## config.mk

```make
export PLATFORM = sky130hd
export DESIGN_NAME = shift_tx_4_top
export DESIGN_NICKNAME = d
export VERILOG_FILES = /design/src/rtl/shift_ctrl_4_pkg.sv /design/src/rtl/shift_tx_4_top.sv /design/src/rtl/shift_ureg_4.sv /design/src/rtl/shift_ctrl_4_beh.sv
export SDC_FILE = /design/constraint.sdc
export NUM_CORES = 1
export LEC_CHECK = 0
export BUFFER_PORTS_ARGS = -buffer_cell sky130_fd_sc_hd__buf_4
export CAP_MARGIN = 0
export CORE_UTILIZATION = 45
export CTS_BUF_LIST = sky130_fd_sc_hd__clkbuf_8
export DETAILED_ROUTE_END_ITERATION = 10
export PLACE_DENSITY = 0.66
export SETUP_SLACK_MARGIN = 0.4
export SLEW_MARGIN = 30
export SYNTH_ARGS = -nofsm -noshare
export SYNTH_HDL_FRONTEND = slang
export SYNTH_SLANG_ARGS = --single-unit
```

## constraint.sdc

```tcl
create_clock -name clk -period 2.75 [get_ports clk]
set_input_delay 0.4125 -clock clk [delete_from_list [all_inputs] [get_ports clk]]
set_output_delay 0.4125 -clock clk [all_outputs]
set_load 0.005 [all_outputs]
```

## src/rtl/shift_ctrl_4_pkg.sv

```systemverilog
// Shared definitions for the shift-register sequencer: register mode encodings,
// FSM state encoding and the direction-to-mode mapping.
package shift_ctrl_4_pkg;

    localparam logic [1:0] MODE_HOLD = 2'b00;
    localparam logic [1:0] MODE_SR   = 2'b01;
    localparam logic [1:0] MODE_SL   = 2'b10;
    localparam logic [1:0] MODE_LOAD = 2'b11;

    typedef enum logic [1:0] {
        ST_IDLE  = 2'd0,
        ST_LOAD  = 2'd1,
        ST_SHIFT = 2'd2,
        ST_DONE  = 2'd3
    } state_t;

    // dir=0 shifts right (LSB leaves first), dir=1 shifts left (MSB leaves first).
    function automatic logic [1:0] shift_mode(input logic dir);
        return dir ? MODE_SL : MODE_SR;
    endfunction

endpackage

```

## src/rtl/shift_tx_4_top.sv

```systemverilog
// Parallel-to-serial transmitter: sequencer plus universal shift register,
// with the register's active-low clear driven from the active-high clear.
module shift_tx_4_top
    import shift_ctrl_4_pkg::*;
#(
    parameter int WIDTH       = 4,
    parameter int SHIFT_COUNT = 4
) (
    input  logic             clk,
    input  logic             clear,
    input  logic             start,
    input  logic [WIDTH-1:0] din,
    input  logic             dir,
    input  logic             rotate,
    input  logic             fill_bit,
    input  logic             abort,
    output logic [WIDTH-1:0] a_par,
    output logic             ready,
    output logic             tx_bit,
    output logic             tx_valid,
    output logic             done
);

    logic             w_s1;
    logic             w_s0;
    logic [WIDTH-1:0] w_i_par;
    logic             w_msb_in;
    logic             w_lsb_in;
    logic             w_clr_n;
    logic [WIDTH-1:0] w_a_par;

    assign w_clr_n = ~clear;
    assign a_par   = w_a_par;

    shift_ctrl_4_beh #(
        .WIDTH       (WIDTH),
        .SHIFT_COUNT (SHIFT_COUNT)
    ) u_ctrl (
        .clk      (clk),
        .clear    (clear),
        .start    (start),
        .din      (din),
        .dir      (dir),
        .rotate   (rotate),
        .fill_bit (fill_bit),
        .abort    (abort),
        .a_par    (w_a_par),
        .s1       (w_s1),
        .s0       (w_s0),
        .i_par    (w_i_par),
        .msb_in   (w_msb_in),
        .lsb_in   (w_lsb_in),
        .ready    (ready),
        .tx_bit   (tx_bit),
        .tx_valid (tx_valid),
        .done     (done)
    );

    shift_ureg_4 #(
        .WIDTH (WIDTH)
    ) u_reg (
        .clk      (clk),
        .i_clr_n  (w_clr_n),
        .i_s1     (w_s1),
        .i_s0     (w_s0),
        .i_par    (w_i_par),
        .i_msb_in (w_msb_in),
        .i_lsb_in (w_lsb_in),
        .o_q      (w_a_par)
    );

endmodule

```

## src/rtl/shift_ureg_4.sv

```systemverilog
// Universal shift register with 74194-style mode selects:
// hold, shift right, shift left and parallel load, plus an async active-low clear.
module shift_ureg_4
    import shift_ctrl_4_pkg::*;
#(
    parameter int WIDTH = 4
) (
    input  logic             clk,
    input  logic             i_clr_n,
    input  logic             i_s1,
    input  logic             i_s0,
    input  logic [WIDTH-1:0] i_par,
    input  logic             i_msb_in,
    input  logic             i_lsb_in,
    output logic [WIDTH-1:0] o_q
);

    logic [WIDTH-1:0] r_q;

    always_ff @(posedge clk or negedge i_clr_n) begin
        if (!i_clr_n) begin
            r_q <= '0;
        end else begin
            case ({i_s1, i_s0})
                MODE_SR:   r_q <= {i_msb_in, r_q[WIDTH-1:1]};
                MODE_SL:   r_q <= {r_q[WIDTH-2:0], i_lsb_in};
                MODE_LOAD: r_q <= i_par;
                default:   r_q <= r_q;
            endcase
        end
    end

    assign o_q = r_q;

endmodule

```

## src/rtl/shift_ctrl_4_beh.sv

```systemverilog
// Sequencer for the universal shift register: accepts a nibble, loads it, then
// shifts it out SHIFT_COUNT times while presenting each leaving bit as tx_bit/tx_valid.
module shift_ctrl_4_beh
    import shift_ctrl_4_pkg::*;
#(
    parameter int WIDTH       = 4,
    parameter int SHIFT_COUNT = 4
) (
    input  logic             clk,
    input  logic             clear,
    input  logic             start,
    input  logic [WIDTH-1:0] din,
    input  logic             dir,
    input  logic             rotate,
    input  logic             fill_bit,
    input  logic             abort,
    input  logic [WIDTH-1:0] a_par,
    output logic             s1,
    output logic             s0,
    output logic [WIDTH-1:0] i_par,
    output logic             msb_in,
    output logic             lsb_in,
    output logic             ready,
    output logic             tx_bit,
    output logic             tx_valid,
    output logic             done
);

    localparam int             CW   = $clog2(WIDTH) + 1;
    localparam logic [CW-1:0]  LAST = CW'(SHIFT_COUNT - 1);

    state_t           r_state;
    logic [CW-1:0]    r_count;
    logic             r_dir;
    logic             r_rotate;
    logic [1:0]       r_mode;
    logic [WIDTH-1:0] r_i_par;
    logic             r_ready;
    logic             r_tx_valid;
    logic             r_done;

    logic             w_shift;
    logic             w_unused_par;

    // NOTE: every output register is written together with the state it belongs
    // to, using non-blocking assignments, so outputs always match r_state.
    always_ff @(posedge clk or posedge clear) begin
        if (clear) begin
            r_state    <= ST_IDLE;
            r_count    <= '0;
            r_dir      <= 1'b0;
            r_rotate   <= 1'b0;
            r_mode     <= MODE_HOLD;
            r_i_par    <= '0;
            r_ready    <= 1'b1;
            r_tx_valid <= 1'b0;
            r_done     <= 1'b0;
        end else begin
            case (r_state)
                ST_IDLE: begin
                    if (start) begin
                        r_state  <= ST_LOAD;
                        r_i_par  <= din;
                        r_dir    <= dir;
                        r_rotate <= rotate;
                        r_mode   <= MODE_LOAD;
                        r_ready  <= 1'b0;
                    end
                end
                ST_LOAD: begin
                    r_i_par <= '0;
                    if (abort) begin
                        r_state <= ST_IDLE;
                        r_mode  <= MODE_HOLD;
                        r_ready <= 1'b1;
                    end else begin
                        r_state    <= ST_SHIFT;
                        r_count    <= '0;
                        r_mode     <= shift_mode(r_dir);
                        r_tx_valid <= 1'b1;
                    end
                end
                ST_SHIFT: begin
                    r_count <= r_count + 1'b1;
                    // The shift at this edge happens regardless; abort only skips DONE.
                    if (abort) begin
                        r_state    <= ST_IDLE;
                        r_mode     <= MODE_HOLD;
                        r_tx_valid <= 1'b0;
                        r_ready    <= 1'b1;
                    end else if (r_count == LAST) begin
                        r_state    <= ST_DONE;
                        r_mode     <= MODE_HOLD;
                        r_tx_valid <= 1'b0;
                        r_done     <= 1'b1;
                    end
                end
                ST_DONE: begin
                    r_state <= ST_IDLE;
                    r_done  <= 1'b0;
                    r_ready <= 1'b1;
                end
                default: begin
                    r_state <= ST_IDLE;
                end
            endcase
        end
    end

    assign w_shift = (r_state == ST_SHIFT);

    assign s1       = r_mode[1];
    assign s0       = r_mode[0];
    assign i_par    = r_i_par;
    assign ready    = r_ready;
    assign tx_valid = r_tx_valid;
    assign done     = r_done;

    assign tx_bit = r_dir ? a_par[WIDTH-1] : a_par[0];
    assign msb_in = (w_shift && !r_dir) ? (r_rotate ? a_par[0]       : fill_bit) : 1'b0;
    assign lsb_in = (w_shift &&  r_dir) ? (r_rotate ? a_par[WIDTH-1] : fill_bit) : 1'b0;

    // Only the end bits of the register feed back; the middle bits are observed, not used.
    assign w_unused_par = ^a_par;

endmodule

```

* After elaboration in Yosys (flattened, before gate mapping) *
Cells that the tools add are included.

storage, ports and cells
  flip-flop bits (word level) = 20
  bits of input ports = 11
  output and inout port bits = 8

operators by class
  $add $sub $neg = 1
  equality and inequality tests = 13
  multiplexer cells = 31
  reductions and logical operators = 18

operators with widths
  cell                   count
  $mux W2                9
  $mux W1                12
  $pmux W4 S3            1
  $reduce_and A2 Y1      5
  $reduce_and A3 Y1      3
  $eq A2 B2 Y1 const B   4
  $ne A2 B2 Y1 const B   4
  $pmux W2 S4            1
  $pmux W4 S2            1
  $pmux W2 S3            1
  $pmux W3 S2            1
  $reduce_bool A2 Y1     3
  $reduce_bool A3 Y1     2
  $eq A2 B1 Y1 const B   2
  $mux W4                1
  $pmux W1 S2            2
  $add A3 B1 Y3 const B  1
  $eq A3 B2 Y1 const B   1
  $mux W3                1
  $ne A3 B3 Y1 const B   1
  $pmux W1 S3            1
  $logic_and A1 B1 Y1    2
  $logic_not A2 Y1       1
  $ne A2 B1 Y1 const B   1
  2 further kinds        2

* Longest topological paths before layout *
  word-level depth = 4
  depth in mapped cells = 6
  mapped depth without buffers = 5

* By module *
From an unflattened synthesis, not the netlist that was laid out.

unflattened totals
  cell total of the unflattened synthesis = 104
  area, all modules = 1,151.1 µm²

modules (own cells, without submodules)
  module            instances  cells an instance  area each (µm²)  sequential area each (µm²)
  shift_ctrl_4_beh  1          95                 942.2            401.6
  shift_ureg_4      1          8                  205.2            100.1
  shift_tx_4_top    1          1                  3.8              0.0

* Worst setup path before layout *
Ideal clock, no wire load.

  kind = reg2reg
  from = register u_ctrl.r_state[0]
  to = register u_ctrl.r_mode[0]
  setup time = 0.125 ns
  data arrival time = 1.372 ns
  data required time = 2.625 ns
  path slack = 1.253 ns
  stages on the path, launching flop included = 6
  buffers on the path = 0
  period minus slack after synthesis = 1.497 ns
  cells stage by stage = dfrtp_1 > inv_1 > ha_1 > nor2b_4 > nor3_2 > mux2_4

between the ends
  word-level cells in the longest chain between the ends = 3

RTL lines
  item                                                  line                    text
  start, declared                                       shift_ctrl_4_beh.sv:32  state_t r_state;
  start signal, assigned                                shift_ctrl_4_beh.sv:49  r_state <= ST_IDLE;
  start signal, assigned                                shift_ctrl_4_beh.sv:62  r_state <= ST_LOAD;
  start signal, assigned                                shift_ctrl_4_beh.sv:73  r_state <= ST_IDLE;
  $eq A2 B2 Y1, or another cell as far along            shift_ctrl_4_beh.sv:59  case (r_state)
  $ne A3 B3 Y1 (no line), or another cell as far along  n/a
  $reduce_and A3 Y1 (no line)                           n/a
  end signal, assigned                                  shift_ctrl_4_beh.sv:79  r_mode <= shift_mode(r_dir);
  end, declared                                         shift_ctrl_4_beh.sv:36  logic [1:0] r_mode;

Several ways; a longest one is shown, not always the timed one.
A chain may end at the register's enable or synchronous reset.

* Worst setup path after layout *
  from = register u_ctrl.r_dir
  to = output tx_bit

between the ends
  word-level cells in the longest chain between the ends = 1

RTL lines
  item                    line                     text
  start, declared         shift_ctrl_4_beh.sv:34   logic r_dir;
  start signal, assigned  shift_ctrl_4_beh.sv:64   r_dir <= dir;
  $mux W1                 shift_ctrl_4_beh.sv:119  assign tx_bit = r_dir ? a_par[WIDTH-1] : a_par[0];
  end, declared           shift_tx_4_top.sv:19     output logic tx_bit,

Every way passes these cells.

==> flow_metrics.py <==
metrics = {
    "sta": {
        "hold_viol": 0,
        "setup_slack_ns": 1.12,
        "slew_headroom_pct": 48.2,
        "maxSlewViolCount": 0,
        "worst_pin_slew_ns": 0.776,
        "hold_ws_ns": 0.298,
        "finalCritPeriodShare_pct": 59.4,
        "fin_setup_tns_ns": 0,
        "layout_min_cycle_time_ns": 1.63,
        "setup_viol": 0,
        "fin_skew_ns": 0.00202,
        "fmaxAchievable_ghz": 0.612,
        "rsz0062_at_grt": "false",
    },
    "power_and_ir_drop": {
        "power.total_mw": 1.30,
        "p_leak_nw": 0.642,
        "ir_drop_v": 0.000596,
        "switching_share_pct": 35.0,
        "power_density_nw_per_um2": 992,
        "p_clk_share_pct": 17.3,
        "combPwrFrac_pct": 41.0,
        "seq_power_share_pct": 41.7,
        "power_switching_mw": 0.457,
        "p_int_mw": 0.848,
    },
    "cts": {
        "clockBufferDepth": 2,
        "htree_levels": 1,
        "numCtsBuffers": 3,
        "postCtsSetupBuffers": 0,
        "path_clk_slew_ns": 0.08,
        "hold_buffers": 0,
        "cts_tree": "yes",
        "clock_sinks": 20,
        "clock_latency_ns": 0.26,
        "ctsResizeCount": 0,
        "clockRootBuffer": "clkbuf_8",
    },
    "layout": {
        "area_growth_pct": 18.0,
        "num_antenna_cells": 0,
        "drive_gt1_share_pct": 31.9,
        "fillCellCount": 194,
        "layout.nets": 135,
        "finalNonFillerCells": 144,
    },
    "floorplanning": {
        "die_area_um2": 2680,
        "die_x_um": 51.8,
        "start_util_pct": 49.0,
        "die-height_um": 51.8,
        "rows": 17,
        "core_um2": 2280,
        "ios": 19,
    },
    "synth": {
        "syn_area_per_cell_um2": 11.4,
        "synth_area_leaders": "dfrtp_1 (43%), ha_1 (7.9%), mux2_2 (4.0%)",
        "yosysMostFrequentCell": "dfrtp_1",
        "ys_ff_latch": 20,
        "yosysWarnings": 0,
        "synth_top_area_share_pct": 42.6,
        "ys_async_sr_fraction_pct": 100,
        "synth_nets": 116,
        "synth_edf_count": 0,
        "yosys.area.top_type": "dfrtp_1",
        "ys_types": 35,
        "netlist_area_um2": 1110,
        "netlist_instances": 98,
        "ys.flop_type": "dfrtp_1",
        "netlist_top_cells_count": "dfrtp_1 (19), inv_1 (11), ha_1 (7), o21ai_0 (7)",
        "ys_seq_area_share_pct": 45.0,
    },
    "drt": {
        "drcViolationCount": 0,
        "wirelength_um": 2050,
        "drt-initial-drc-count": 7,
        "wl_per_cell_um": 14.2,
        "vias_per_cell": 5.45,
        "via_count": 785,
        "ant_nets": 0,
        "drt-pass1-iter-count": 4,
    },
    "setup_path": {
        "ff2ff_path_depth": 5,
        "path_buf_inv": 1,
        "slowest_delay_ns": 0.47,
        "worstSetupPathDepth": 2,
        "cp_max_fo": 6,
        "path_cells": "mux2_2 -> buf_4",
        "cp.required_ns": 2.34,
        "crit_family": "flip-flops",
        "cp-end-kind": "output port",
        "slowest_stage": "dfrtp_1",
        "cp.arrival_ns": 1.22,
        "rrSetupSlack_ns": 1.14,
        "critical_path_class": "reg -> out",
        "critPathLaunchType": "flip-flop",
    },
    "placed_design": {
        "pre_cts_slack_ns": 1.14,
        "post-place-cells": 140,
        "io_buffers": 18,
        "hpwlAfterDp_um": 1530,
        "gp_congestion": 0.732,
    },
    "grt": {
        "grt_usage_pct": 18.3,
        "grt_pass1_vias": 790,
        "overflow": 0,
        "grt_start_max_net_pins": 21,
        "grt_pass1_wl_um": 3510,
        "antenna_found_initial": 0,
    },
    "run_status": {
        "status": "finished clean",
    },
    "run": {
        "maxCapViolCount": 0,
    },
    "worst_hold_path": {
        "hold_class": "in -> async",
    },
}
## final cells by class
class / count / area (µm²) / area share, %
repair buffers: 18 / 135 / 10.3
inverters: 11 / 41.3 / 3.14
flip-flops and latches: 20 / 502 / 38.2
multi-input cells: 63 / 547 / 41.6
clock buffers: 4 / 55.1 / 4.19
well taps: 28 / 35.0 / 2.66
## sequential cells by signal, summed over array words and instances (netlist names)
name             flops
u_ctrl.ready         1
u_ctrl.done          1
u_ctrl.r_dir         1
u_ctrl.r_count       3
u_ctrl.r_state       2
u_ctrl.tx_valid      1
u_ctrl.i_par         4
u_ctrl.r_mode        2
u_reg.o_q            4
u_ctrl.r_rotate      1
## worst register-to-register path: cells and delay by family (launching register included)
kind	cells	cell delay [ns]
flip-flops	1	0.40
buffers and inverters	1	0.10
multiplexers	1	0.32
adder cells (fa/ha/maj)	1	0.27
AND/OR/NAND/NOR	2	0.41
## worst paths after layout
check | startpoint | endpoint
setup / recovery | u_ctrl.r_dir | tx_bit
hold / removal | clear | u_reg.o_q[3]
setup reg to reg | u_ctrl.r_state[0] | u_ctrl.r_mode[0]
hold reg to reg | u_ctrl.i_par[3] | u_ctrl.i_par[3]
max in group asynchronous | clear | u_reg.o_q[0]
min in group clk | din[1] | u_ctrl.i_par[1]
## cells by family after synthesis
kind of cell	count (synthesis)	share of synthesized area, %
compound gates	24	15.7
fa+ha+maj	7	7.86
buf+inv	15	5.95
flops	20	45.0
mux	11	13.5
simple gates	21	12.0
## through the flow
stage,utilization [%],area (µm²)
final,57.8,1320
after global routing,57.8,1320
after CTS,57.8,1320
after detailed placement,55.4,1260
after global placement,55.4,1260
after floorplan,-,1110
## cells in the final DEF, fill, tap and decap left out, drive strengths merged
cell type | netlist | routed
dfrtp | 19 | 19
buf | 3 | 18
inv | 11 | 11
o21ai | 7 | 7
ha | 7 | 7
mux2 | 6 | 6
nor2 | 5 | 5
nor2b | 5 | 5
nand2 | 4 | 4
clkbuf | 1 | 4
mux2i | 3 | 3
a22oi | 2 | 2
a21o | 2 | 2
a32o | 2 | 2
a22o | 2 | 2
a31oi | 2 | 2
o32a | 2 | 2
mux4 | 2 | 2
nor3b | 2 | 2
nor3 | 2 | 2
a21bo | 1 | 1
o2bb2ai | 1 | 1
o21bai | 1 | 1
a31o | 1 | 1
nand4 | 1 | 1
a21oi | 1 | 1
nor4 | 1 | 1
nand3 | 1 | 1
dfstp | 1 | 1
## layer usage
| layer | global-route usage (%) | routed length, µm |
|---|---|---|
| met3 | 4.09 | 63 |
| met5 | 0 | 0 |
| met2 | 29.7 | 991 |
| met4 | 7.21 | 8 |
| met1 | 23.6 | 986 |
## power by group through the flow
stage	Combinational, mW	Sequential [mW]	Clock (mW)
after floorplan	0.441	0.486	0
after global placement	0.532	0.542	0
after detailed placement	0.540	0.550	0
after CTS	0.543	0.544	0.235
after global routing	0.601	0.565	0.246
final	0.535	0.544	0.226
(Power assumes the default switching activity.)
